## src/rtl/x86_stream_length_decoder_if.sv

```systemverilog
// Instruction-word intake bus between the fetch/memory port and the
// length decoder. The fetch side is the master; the decoder is the slave.
interface x86_stream_length_decoder_if;
    logic        i_ready;
    logic [31:0] i_data;
    logic [1:0]  o_instr_size;

    modport master (
        output i_ready,
        output i_data,
        input  o_instr_size
    );

    modport slave (
        input  i_ready,
        input  i_data,
        output o_instr_size
    );
endinterface

```

## src/rtl/x86_stream_length_decoder.sv

```systemverilog
// Byte-serial IA-32 (32-bit mode) instruction boundary decoder.
// A 32-bit word is latched into a one-word buffer, then its four byte lanes
// are walked one per cycle through prefix / opcode / ModRM / SIB /
// displacement / immediate states. When an instruction's last byte is
// consumed, its operand-size class is registered onto o_instr_size.
module x86_stream_length_decoder #(
    parameter int DATA_WIDTH = 32
) (
    input  logic                         i_clk,
    input  logic                         i_reset,
    x86_stream_length_decoder_if.slave   bus
);

    // Operand-size classes reported downstream
    localparam logic [1:0] SZ_BYTE  = 2'b00;
    localparam logic [1:0] SZ_WORD  = 2'b01;
    localparam logic [1:0] SZ_DWORD = 2'b10;
    localparam logic [1:0] SZ_NONE  = 2'b11;

    // Immediate kinds attached to a primary opcode
    localparam logic [1:0] IMM_NONE = 2'd0;
    localparam logic [1:0] IMM_8    = 2'd1;
    localparam logic [1:0] IMM_Z    = 2'd2;
    localparam logic [1:0] IMM_16   = 2'd3;

    typedef enum logic [2:0] {
        ST_PREFIX  = 3'd0,
        ST_OPCODE2 = 3'd1,
        ST_MODRM   = 3'd2,
        ST_SIB     = 3'd3,
        ST_DISP    = 3'd4,
        ST_IMM     = 3'd5
    } state_e;

    typedef struct packed {
        logic       defined;
        logic       modrm;
        logic [1:0] imm;
        logic       imm_reg0;   // immediate present only when ModRM.reg == 000
    } op_info_t;

    // Legacy prefixes accepted in front of an opcode
    function automatic logic is_prefix_byte(input logic [7:0] b);
        return b inside {8'h66, 8'h67, 8'hF0, 8'hF2, 8'hF3,
                         8'h26, 8'h2E, 8'h36, 8'h3E, 8'h64, 8'h65};
    endfunction

    // Opcodes whose operand is a single byte (AL / r8 / m8 forms)
    function automatic logic is_byte_op(input logic [7:0] op);
        logic alu_byte;
        alu_byte = (op[7:6] == 2'b00) &&
                   ((op[2:0] == 3'd0) || (op[2:0] == 3'd2) || (op[2:0] == 3'd4));
        return alu_byte ||
               (op inside {8'h80, 8'h84, 8'h86, 8'h88, 8'h8A, [8'hB0:8'hB7],
                           8'hC0, 8'hC6, 8'hD0, 8'hD2, 8'hF6, 8'hFE});
    endfunction

    // Primary opcode map: which trailing fields follow the opcode byte
    function automatic op_info_t classify_op(input logic [7:0] op);
        op_info_t info;
        info.defined  = 1'b1;
        info.modrm    = 1'b0;
        info.imm      = IMM_NONE;
        info.imm_reg0 = 1'b0;
        if (op[7:6] == 2'b00) begin
            case (op[2:0])
                3'd0, 3'd1, 3'd2, 3'd3: info.modrm = 1'b1;
                3'd4:                   info.imm   = IMM_8;
                3'd5:                   info.imm   = IMM_Z;
                default:                info.modrm = 1'b0;  // segment push/pop, BCD adjust
            endcase
        end else if (op inside {[8'h40:8'h5F], [8'h90:8'h9F], 8'hC3, 8'hC9, 8'hCC, 8'hF4}) begin
            info.imm = IMM_NONE;
        end else if (op inside {8'h68, [8'hB8:8'hBF], 8'hE8, 8'hE9}) begin
            info.imm = IMM_Z;
        end else if (op inside {8'h6A, [8'h70:8'h7F], [8'hB0:8'hB7], 8'hEB}) begin
            info.imm = IMM_8;
        end else if (op == 8'hC2) begin
            info.imm = IMM_16;
        end else if (op inside {8'h69, 8'h81, 8'hC7}) begin
            info.modrm = 1'b1;
            info.imm   = IMM_Z;
        end else if (op inside {8'h6B, 8'h80, 8'h83, 8'hC0, 8'hC1, 8'hC6}) begin
            info.modrm = 1'b1;
            info.imm   = IMM_8;
        end else if (op inside {[8'h84:8'h8F], [8'hD0:8'hD3], 8'hFE, 8'hFF}) begin
            info.modrm = 1'b1;
        end else if (op == 8'hF6) begin
            info.modrm    = 1'b1;
            info.imm      = IMM_8;
            info.imm_reg0 = 1'b1;
        end else if (op == 8'hF7) begin
            info.modrm    = 1'b1;
            info.imm      = IMM_Z;
            info.imm_reg0 = 1'b1;
        end else begin
            info.defined = 1'b0;
        end
        return info;
    endfunction

    // Immediate byte count for a kind; immZ shrinks to 2 under the 66 prefix
    function automatic logic [2:0] imm_bytes(input logic [1:0] kind, input logic o16);
        case (kind)
            IMM_8:   return 3'd1;
            IMM_Z:   return o16 ? 3'd2 : 3'd4;
            IMM_16:  return 3'd2;
            default: return 3'd0;
        endcase
    endfunction

    // Displacement size implied by ModRM when no SIB follows
    function automatic logic [2:0] modrm_disp(input logic [1:0] md, input logic [2:0] rm);
        case (md)
            2'b00:   return (rm == 3'b101) ? 3'd4 : 3'd0;
            2'b01:   return 3'd1;
            2'b10:   return 3'd4;
            default: return 3'd0;
        endcase
    endfunction

    // Displacement size once the SIB byte is known
    function automatic logic [2:0] sib_disp(input logic [1:0] md, input logic [2:0] base);
        case (md)
            2'b00:   return (base == 3'b101) ? 3'd4 : 3'd0;
            2'b01:   return 3'd1;
            2'b10:   return 3'd4;
            default: return 3'd0;
        endcase
    endfunction

    // Registered state
    state_e                  state_q, state_d;
    logic [DATA_WIDTH-1:0]   buf_q, buf_d;
    logic                    buf_valid_q, buf_valid_d;
    logic [1:0]              lane_q, lane_d;
    logic                    opsize16_q, opsize16_d;
    logic [3:0]              prefix_cnt_q, prefix_cnt_d;
    logic [2:0]              imm_len_q, imm_len_d;
    logic                    imm_reg0_q, imm_reg0_d;
    logic [2:0]              cnt_q, cnt_d;
    logic [1:0]              size_q, size_d;
    logic [1:0]              mod_q, mod_d;
    logic [1:0]              o_instr_size_q, o_instr_size_d;

    // Per-byte decode results
    logic [7:0]              byte_s;
    op_info_t                op_info_s;
    state_e                  nxt_state_s;
    logic                    nxt_opsize_s;
    logic [3:0]              nxt_pcnt_s;
    logic [2:0]              nxt_imm_s;
    logic                    nxt_reg0_s;
    logic [2:0]              nxt_cnt_s;
    logic [1:0]              nxt_size_s;
    logic [1:0]              nxt_mod_s;
    logic                    route_s;
    logic [2:0]              route_disp_s;
    logic [2:0]              route_imm_s;
    logic                    complete_s;
    logic [1:0]              comp_size_s;

    assign byte_s           = buf_q[{lane_q, 3'b000} +: 8];
    assign bus.o_instr_size = o_instr_size_q;

    // Decode the byte in the current lane against the instruction walk state
    always_comb begin
        op_info_s    = classify_op(byte_s);
        nxt_state_s  = state_q;
        nxt_opsize_s = opsize16_q;
        nxt_pcnt_s   = prefix_cnt_q;
        nxt_imm_s    = imm_len_q;
        nxt_reg0_s   = imm_reg0_q;
        nxt_cnt_s    = cnt_q;
        nxt_size_s   = size_q;
        nxt_mod_s    = mod_q;
        route_s      = 1'b0;
        route_disp_s = 3'd0;
        route_imm_s  = 3'd0;
        complete_s   = 1'b0;
        comp_size_s  = SZ_NONE;

        case (state_q)
            ST_PREFIX: begin
                if (is_prefix_byte(byte_s)) begin
                    if (prefix_cnt_q == 4'd14) begin
                        // fifteenth prefix in a row: give up on this instruction
                        complete_s  = 1'b1;
                        comp_size_s = SZ_NONE;
                    end else begin
                        nxt_pcnt_s   = prefix_cnt_q + 4'd1;
                        nxt_opsize_s = (byte_s == 8'h66) ? 1'b1 : opsize16_q;
                    end
                end else if (byte_s == 8'h0F) begin
                    nxt_state_s = ST_OPCODE2;
                end else if (!op_info_s.defined) begin
                    complete_s  = 1'b1;
                    comp_size_s = SZ_NONE;
                end else begin
                    nxt_size_s = is_byte_op(byte_s) ? SZ_BYTE :
                                 (opsize16_q ? SZ_WORD : SZ_DWORD);
                    nxt_imm_s  = imm_bytes(op_info_s.imm, opsize16_q);
                    nxt_reg0_s = op_info_s.imm_reg0;
                    if (op_info_s.modrm) begin
                        nxt_state_s = ST_MODRM;
                    end else begin
                        route_s     = 1'b1;
                        route_imm_s = nxt_imm_s;
                    end
                end
            end
            ST_OPCODE2: begin
                nxt_size_s = opsize16_q ? SZ_WORD : SZ_DWORD;
                nxt_reg0_s = 1'b0;
                if (byte_s[7:4] == 4'h8) begin
                    // Jcc rel32
                    nxt_imm_s   = 3'd4;
                    route_s     = 1'b1;
                    route_imm_s = 3'd4;
                end else begin
                    nxt_imm_s   = 3'd0;
                    nxt_state_s = ST_MODRM;
                end
            end
            ST_MODRM: begin
                nxt_mod_s = byte_s[7:6];
                if (imm_reg0_q && (byte_s[5:3] != 3'b000)) begin
                    nxt_imm_s = 3'd0;
                end else begin
                    nxt_imm_s = imm_len_q;
                end
                if ((byte_s[7:6] != 2'b11) && (byte_s[2:0] == 3'b100)) begin
                    nxt_state_s = ST_SIB;
                end else begin
                    route_s      = 1'b1;
                    route_disp_s = modrm_disp(byte_s[7:6], byte_s[2:0]);
                    route_imm_s  = nxt_imm_s;
                end
            end
            ST_SIB: begin
                route_s      = 1'b1;
                route_disp_s = sib_disp(mod_q, byte_s[2:0]);
                route_imm_s  = imm_len_q;
            end
            ST_DISP: begin
                if (cnt_q == 3'd1) begin
                    route_s     = 1'b1;
                    route_imm_s = imm_len_q;
                end else begin
                    nxt_cnt_s = cnt_q - 3'd1;
                end
            end
            ST_IMM: begin
                if (cnt_q == 3'd1) begin
                    complete_s  = 1'b1;
                    comp_size_s = size_q;
                end else begin
                    nxt_cnt_s = cnt_q - 3'd1;
                end
            end
            default: begin
                nxt_state_s = ST_PREFIX;
            end
        endcase

        // Pick the next trailing field, or finish if none remain
        if (route_s) begin
            if (route_disp_s != 3'd0) begin
                nxt_state_s = ST_DISP;
                nxt_cnt_s   = route_disp_s;
            end else if (route_imm_s != 3'd0) begin
                nxt_state_s = ST_IMM;
                nxt_cnt_s   = route_imm_s;
            end else begin
                complete_s  = 1'b1;
                comp_size_s = nxt_size_s;
            end
        end else begin
            route_disp_s = 3'd0;
        end

        // A finished instruction drops all per-instruction context
        if (complete_s) begin
            nxt_state_s  = ST_PREFIX;
            nxt_opsize_s = 1'b0;
            nxt_pcnt_s   = 4'd0;
            nxt_imm_s    = 3'd0;
            nxt_reg0_s   = 1'b0;
            nxt_cnt_s    = 3'd0;
        end else begin
            comp_size_s = SZ_NONE;
        end
    end

    // Next FSM state: advance only on cycles that consume a byte
    always_comb begin
        if (buf_valid_q) begin
            state_d = nxt_state_s;
        end else begin
            state_d = state_q;
        end
    end

    // Word buffer, lane pointer, instruction context and reported size
    always_comb begin
        buf_d          = buf_q;
        buf_valid_d    = buf_valid_q;
        lane_d         = lane_q;
        opsize16_d     = opsize16_q;
        prefix_cnt_d   = prefix_cnt_q;
        imm_len_d      = imm_len_q;
        imm_reg0_d     = imm_reg0_q;
        cnt_d          = cnt_q;
        size_d         = size_q;
        mod_d          = mod_q;
        o_instr_size_d = o_instr_size_q;
        if (buf_valid_q) begin
            lane_d       = lane_q + 2'd1;
            buf_valid_d  = (lane_q != 2'd3);
            opsize16_d   = nxt_opsize_s;
            prefix_cnt_d = nxt_pcnt_s;
            imm_len_d    = nxt_imm_s;
            imm_reg0_d   = nxt_reg0_s;
            cnt_d        = nxt_cnt_s;
            size_d       = nxt_size_s;
            mod_d        = nxt_mod_s;
            if (complete_s) begin
                o_instr_size_d = comp_size_s;
            end else begin
                o_instr_size_d = o_instr_size_q;
            end
        end else if (bus.i_ready) begin
            buf_d       = bus.i_data;
            buf_valid_d = 1'b1;
            lane_d      = 2'd0;
        end else begin
            buf_d = buf_q;
        end
    end

    // FSM state register
    always_ff @(posedge i_clk) begin
        if (!i_reset) begin
            state_q <= ST_PREFIX;
        end else begin
            state_q <= state_d;
        end
    end

    // Datapath and output registers
    always_ff @(posedge i_clk) begin
        if (!i_reset) begin
            buf_q          <= '0;
            buf_valid_q    <= 1'b0;
            lane_q         <= 2'd0;
            opsize16_q     <= 1'b0;
            prefix_cnt_q   <= 4'd0;
            imm_len_q      <= 3'd0;
            imm_reg0_q     <= 1'b0;
            cnt_q          <= 3'd0;
            size_q         <= SZ_NONE;
            mod_q          <= 2'b00;
            o_instr_size_q <= SZ_NONE;
        end else begin
            buf_q          <= buf_d;
            buf_valid_q    <= buf_valid_d;
            lane_q         <= lane_d;
            opsize16_q     <= opsize16_d;
            prefix_cnt_q   <= prefix_cnt_d;
            imm_len_q      <= imm_len_d;
            imm_reg0_q     <= imm_reg0_d;
            cnt_q          <= cnt_d;
            size_q         <= size_d;
            mod_q          <= mod_d;
            o_instr_size_q <= o_instr_size_d;
        end
    end

endmodule

```

## src/flat_wrapper.sv

```systemverilog
// flat-port wrapper written by rule: the top's interface ports become plain ports
module x86_stream_length_decoder_flat 
#(
    parameter int DATA_WIDTH = 32
)
  (i_clk, i_reset, bus_i_ready, bus_i_data, bus_o_instr_size);
  x86_stream_length_decoder_if bus_i ();
  input  logic i_clk;
  input  logic i_reset;
  input wire logic [$bits(bus_i.i_ready)-1:0] bus_i_ready;
  input wire logic [$bits(bus_i.i_data)-1:0] bus_i_data;
  output wire logic [$bits(bus_i.o_instr_size)-1:0] bus_o_instr_size;
  assign bus_i.i_ready = bus_i_ready;
  assign bus_i.i_data = bus_i_data;
  assign bus_o_instr_size = bus_i.o_instr_size;
  x86_stream_length_decoder #(.DATA_WIDTH(DATA_WIDTH)) u_core (.i_clk(i_clk), .i_reset(i_reset), .bus(bus_i));
endmodule
```

## config.mk

```make
export PLATFORM = sky130hd
export DESIGN_NAME = x86_stream_length_decoder_flat
export DESIGN_NICKNAME = d
export VERILOG_FILES = /design/src/rtl/x86_stream_length_decoder_if.sv /design/src/rtl/x86_stream_length_decoder.sv /design/src/flat_wrapper.sv
export SDC_FILE = /design/constraint.sdc
export NUM_CORES = 1
export LEC_CHECK = 0
export CAP_MARGIN = 15
export CORE_AREA = 2 2 125 127
export CTS_CLUSTER_SIZE = 30
export DETAILED_ROUTE_END_ITERATION = 6
export DIE_AREA = 0 0 127 129
export DONT_BUFFER_PORTS = 1
export PLACE_DENSITY_LB_ADDON = 0.15
export SYNTH_ARGS = -nofsm -noshare
export SYNTH_HDL_FRONTEND = slang
export SYNTH_SLANG_ARGS = --single-unit
```

## constraint.sdc

```tcl
create_clock -name i_clk -period 4.7 [get_ports i_clk]
set_input_delay 0.705 -clock i_clk [delete_from_list [all_inputs] [get_ports i_clk]]
set_output_delay 0.705 -clock i_clk [all_outputs]
set_load 0.05 [all_outputs]
```

==> impl_metrics.yaml <==
critical_path:
  cpPeakStageDelay_ns: 0.77
  cp-end-kind: "flip-flop"
  cp_slowest_cell: "mux4_2"
  cp_max_fo: 21
  path_delay_family: "compound AO/OA/AOI/OAI gates"
  path_buf_inv: 0
  critPathArrivalTime_ns: 4.30
  worstPathCellList: "mux4_2 > nor2b_1 > a2bb2o_1 > a211o_1 > or4_1 > o2111ai_2 > nand3_2 > a21oi_4 > o31ai_1"
  worstSetupPathType: "flip-flop to flip-flop"
  cp-start-kind: "flip-flop"
  crit_required_ns: 4.87
hold_path:
  hold_path_class: "flip-flop to flip-flop"
cts:
  clock-root-buffer: "clkbuf_16"
  clockBufferDepth: 2
  cts.sinks: 56
  cts_made_buffers: 5
  post_cts_buffers: 0
  insertion_delay_ns: 0.30
  cts_max_level: 2
  cts_tree: "done"
  cts_hold_buffers: 0
  cts_resized: 0
  path_clk_slew_ns: 0.07
drt:
  via_per_inst: 5.39
  antenna_left: 0
  wl_per_cell_um: 16.9
  drt_first_pass_iters: 4
  routed-via-count: 3371
  wirelength_um: 10600
  drc: 0
  initialDrtViolationCount: 240
die:
  pin_count: 37
  row_count: 45
  die-area_um2: 16400
  die_x_um: 127
  die_h_um: 129
  core-area_um2: 15000
  initial_utilization_pct: 23.7
final_layout:
  drive_above_1_share_pct: 7.09
  area_growth_pct: 8.81
  multiInputGateArea_um2: 2230
  final_area_um2: 3860
  nNetsFinal: 476
  antennaDiodeCount: 0
  fillerInstances: 1636
  fin_cells: 625
  regArea_um2: 1120
power_and_ir_drop:
  leakagePower_nw: 1.32
  vdd_drop_max_uv: 160
  power_density_nw_per_um2: 320
synth:
  synthTopCellsByArea: "dfxtp_1, nand2_1, a21oi_1"
  synth_nets: 500
  yosysMostFrequentCell: "nand2_1"
  synth_edf_count: 0
  synthCells: 460
  synthArstFlopShare_pct: 0
  yosysSeqAreaShare_pct: 31.6
  yosysUniqueCellTypes: 74
  syn_avg_cell_area_um2: 7.72
  synth_top_cell_area_share_pct: 31.6
  synth_top_flop_cell: "dfxtp_1"
  yosysTopAreaCell: "dfxtp_1"
  ys_ff_latch: 56
  ys_warn_count: 0
  ys_top_cells_by_count: "nand2_1, dfxtp_1, a21oi_1, clkbuf_1, nor2_1"
  synth_area_um2: 3550
global_route:
  grt_pass1_vias: 3212
  antenna_found_initial: 0
  grt_pass1_wl_um: 17400
  grt_remaining_overflow: 0
  grt_usage_pct: 13.1
  grt_max_degree: 37
timing:
  rsz0062_at_grt: "false"
  timing.final.crit_period_ns: 4.13
  worst_slew_pin_slew_ns: 1.06
  hold_viol: 0
  fin_crit_sh_pct: 87.8
  setup_viol: 0
  fin_tns_setup_ns: 0
  finalMaxSlewViolations: 0
  skew_ns: 0.00891
  fmax_mhz: 242
  relSlewSlack_pct: 29.6
placement:
  place_area_um2: 3670
  post-dp-hpwl_um: 7560
  gp_congestion: 0.853
  io_buffers: 0
  dp.cells: 616
flow_run:
  max-cap-violations: 0
outcome:
  outcome: "completed"
[stage by stage]
stage	util (%)	power (W)	hold WS, ns	setup WS [ns]
after floorplan	-	0.000750	0.433	1.23
after global placement	24.5	0.000810	0.443	0.711
after detailed placement	24.5	0.000810	0.448	0.587
after CTS	25.6	0.00124	0.458	0.573
after global routing	25.8	0.00130	0.463	0.311
final	25.8	0.00124	0.455	0.574
[area by class of cell]
cell class	count	share of cell area [%]
Multi-Input combinational cell	354	57.8
Sequential cell	56	29.0
Tap cell	188	6.09
Clock buffer	6	3.34
Inverter	15	1.46
Timing Repair Buffer	4	1.30
Clock inverter	2	1.00
[flip-flops by register name (all words and copies together), names as in the netlist]
name and flops:
u_core.buf_q 32, u_core.prefix_cnt_q 4, u_core.cnt_q 3, u_core.imm_len_q 3, u_core.state_q 3, u_core.bus.o_instr_size 2
u_core.lane_q 2, u_core.mod_q 2, u_core.size_q 2, u_core.buf_valid_q 1, u_core.imm_reg0_q 1, u_core.opsize16_q 1
[report_power, final]
group | switching, W | total [W] | internal, W
clock network | 0.000176 | 0.000430 | 0.000254
registers | 0.0000360 | 0.000536 | 0.000500
logic | 0.000171 | 0.000270 | 0.0000985
[cells by family after synthesis]
| group | count (synthesis) | share of synthesized area [%] |
|---|---|---|
| buffers and inverters | 50 | 5.60 |
| flip-flops | 56 | 31.6 |
| AO/OA/AOI/OAI | 129 | 25.3 |
| AND/OR/NAND/NOR | 205 | 28.8 |
| multiplexers | 10 | 5.67 |
| adder cells (fa/ha/maj) | 5 | 1.76 |
| XOR/XNOR | 5 | 1.23 |
[final timing paths]
path | start | endpoint | slack [ns] | depth (start not counted)
worst max register to register | u_core.lane_q[0]$_SDFFE_PN0P_ | u_core.prefix_cnt_q[1]$_SDFFE_PN0P_ | 0.57 | 9
worst min register to register | u_core.buf_q[30]$_SDFFE_PN0P_ | u_core.buf_q[30]$_SDFFE_PN0P_ | 0.46 | 2
worst min-delay path | u_core.buf_q[30]$_SDFFE_PN0P_ | u_core.buf_q[30]$_SDFFE_PN0P_ | 0.46 | 2
worst max-delay path | u_core.lane_q[0]$_SDFFE_PN0P_ | u_core.prefix_cnt_q[1]$_SDFFE_PN0P_ | 0.57 | 9
[worst reg2reg max path, stage by stage, from the launching register on]
cell,delay (ns)
dfxtp_1,0.57
mux4_2,0.78
nor2b_1,0.29
a2bb2o_1,0.28
a211o_1,0.30
or4_1,0.59
o2111ai_2,0.36
nand3_2,0.31
a21oi_4,0.40
o31ai_1,0.13
[cell usage in the layout, fill, tap and decap left out, types with 5 or more instances in the layout]
cell       count
clkbuf_16      5
ha_1           5
inv_1         14
nand2b_1       6
nor2b_1        5
a21oi_1       49
mux4_2         8
o21ai_0       11
a21o_1         5
nor2_1        18
nor3_1        16
dfxtp_1       56
nor4b_1        5
nand4_1        9
nand3_1        8
a211oi_1       6
and2_1         5
or3_1          8
nand2_1       96
[routing by layer]
layer  vias up  GRT usage (%)  part of all wire [%]
met2        84           21.2                    46
li1       1642              -                     -
met5         -              0                     0
met3        17           1.33                   3.2
met4         0           4.27                   2.1
met1      1628           18.4                    49
Note: power is estimated with default switching activity, not from simulation.
==> RTL edit, RTL diff (config.mk and constraints unchanged) <==
Compare `prefix_cnt_q` against `4'd14` with >= in place of ==.
--- a/src/rtl/x86_stream_length_decoder.sv
+++ b/src/rtl/x86_stream_length_decoder.sv
@@ -184,5 +184,5 @@
             ST_PREFIX: begin
                 if (is_prefix_byte(byte_s)) begin
-                    if (prefix_cnt_q == 4'd14) begin
+                    if (prefix_cnt_q >= 4'd14) begin
                         // fifteenth prefix in a row: give up on this instruction
                         complete_s  = 1'b1;
Behaviour: same outputs for any inputs over 4 cycles, from zero or initial values and one cycle with i_reset low; that may be too few to reach the edited logic, so the function may still have changed.
==> RTL edit against the original RTL <==
Power rose by 3.2%. Global-route usage fell by 0.077 points. Sequential cell count did not move. Cell area fell by 0.16%. Area after synthesis rose by 0.60%. Highest routed layer unchanged. Critical path type unchanged. Setup slack improved by 0.28 ns. Wire length fell by 1.0%. Clock power rose by 5.1%.
==> RTL edit: results (changes against the original RTL) <==
[logic_synthesis]
synth_fp_nets=496  ; was 500
synthMuxAreaShare_pct=5.67  ; about the same
synth-xor-area-share_pct=1.47  ; was 1.23%
synth-adder-area-share_pct=1.75  ; was 1.76%
synth.avg_cell_area_um2=7.83  ; was 7.72 um^2
synth.distinct_cells=72  ; was 74
synth-compound-area-share_pct=22.8  ; was 25.3%
ys_seq_area_share_pct=31.4  ; was 31.6%

[critical_path]
arrival_ns=4.06  ; was 4.30 ns
worstPathMaxFanout=19  ; was 21

[route]
wirelength_um=10500  ; was 10600 um
wl_met1_um=4810  ; was 5150 um
firstDrtPassIters=5  ; was 4

[final_layout]
layout-drive-gt1-share_pct=10.0  ; was 7.09%
clock_area_share_pct=4.54  ; was 4.34%
n_all_buffers=2  ; was 4
layout.nonclk_buf_share_pct=0.584  ; was 1.30%
fin_nets=478  ; was 476

[place]
dpl.hpwl_um=7750  ; was 7560 um
place_ws_ns=0.830  ; was 0.587 ns
gp_congestion=0.864  ; was 0.853
place_area_um2=3670  ; about the same

[global_routing]
grt_pass1_vias=3098  ; was 3212
grt_usage_pct=13.0  ; was 13.1%
grt_use_met2_pct=21.4  ; was 21.2%
grt_first_pass_wirelength_um=16800  ; was 17400 um
grtUsageMet3_pct=3.16  ; was 1.33%
gr-usage-met1_pct=17.3  ; was 18.4%

[power]
power_density_nw_per_um2=330  ; was 320 nW/um^2
p_leak_uw=0.00131  ; was 0.00132 uW
seqPwrFrac_pct=41.9  ; was 43.4%
p_sw_uw=409  ; was 383 uW
power_frac_clock_pct=35.5  ; was 34.8%
vdd_drop_max_uv=246  ; was 160 uV

[timing]
tightest_slew_ns=1.04  ; was 1.06 ns

[run_status]
status=complete, no violations  ; unchanged

[floorplan]
initial_core_util_pct=23.9  ; was 23.7%

## RTL edit: changes by cell type in the layout (fill, tap and decap cells not counted), sizes merged, moves of 5 or more
cell    unedited run  this run
nor2              19        29
o21ai             11        20
nand2b             6        13
nor3              16         9
nand3              9        15
a21oi             50        55
or3                8         3
## RTL edit: final timing paths
kind,start,end,slack (ns),depth (start not counted)
setup / recovery,u_core.lane_q[0]$_SDFFE_PN0P_,u_core.imm_len_q[2]$_SDFFE_PN0P_,0.85,10
hold / removal,u_core.buf_q[6]$_SDFFE_PN0P_,u_core.buf_q[6]$_SDFFE_PN0P_,0.45,2
setup reg to reg,u_core.lane_q[0]$_SDFFE_PN0P_,u_core.imm_len_q[2]$_SDFFE_PN0P_,0.85,10
hold reg to reg,u_core.buf_q[6]$_SDFFE_PN0P_,u_core.buf_q[6]$_SDFFE_PN0P_,0.45,2
## RTL edit: stage by stage
step	util, %	instances
floorplan	-	456
global placement	24.5	618
detailed placement	24.5	618
CTS	25.7	626
global route	25.8	627
finish	25.8	627
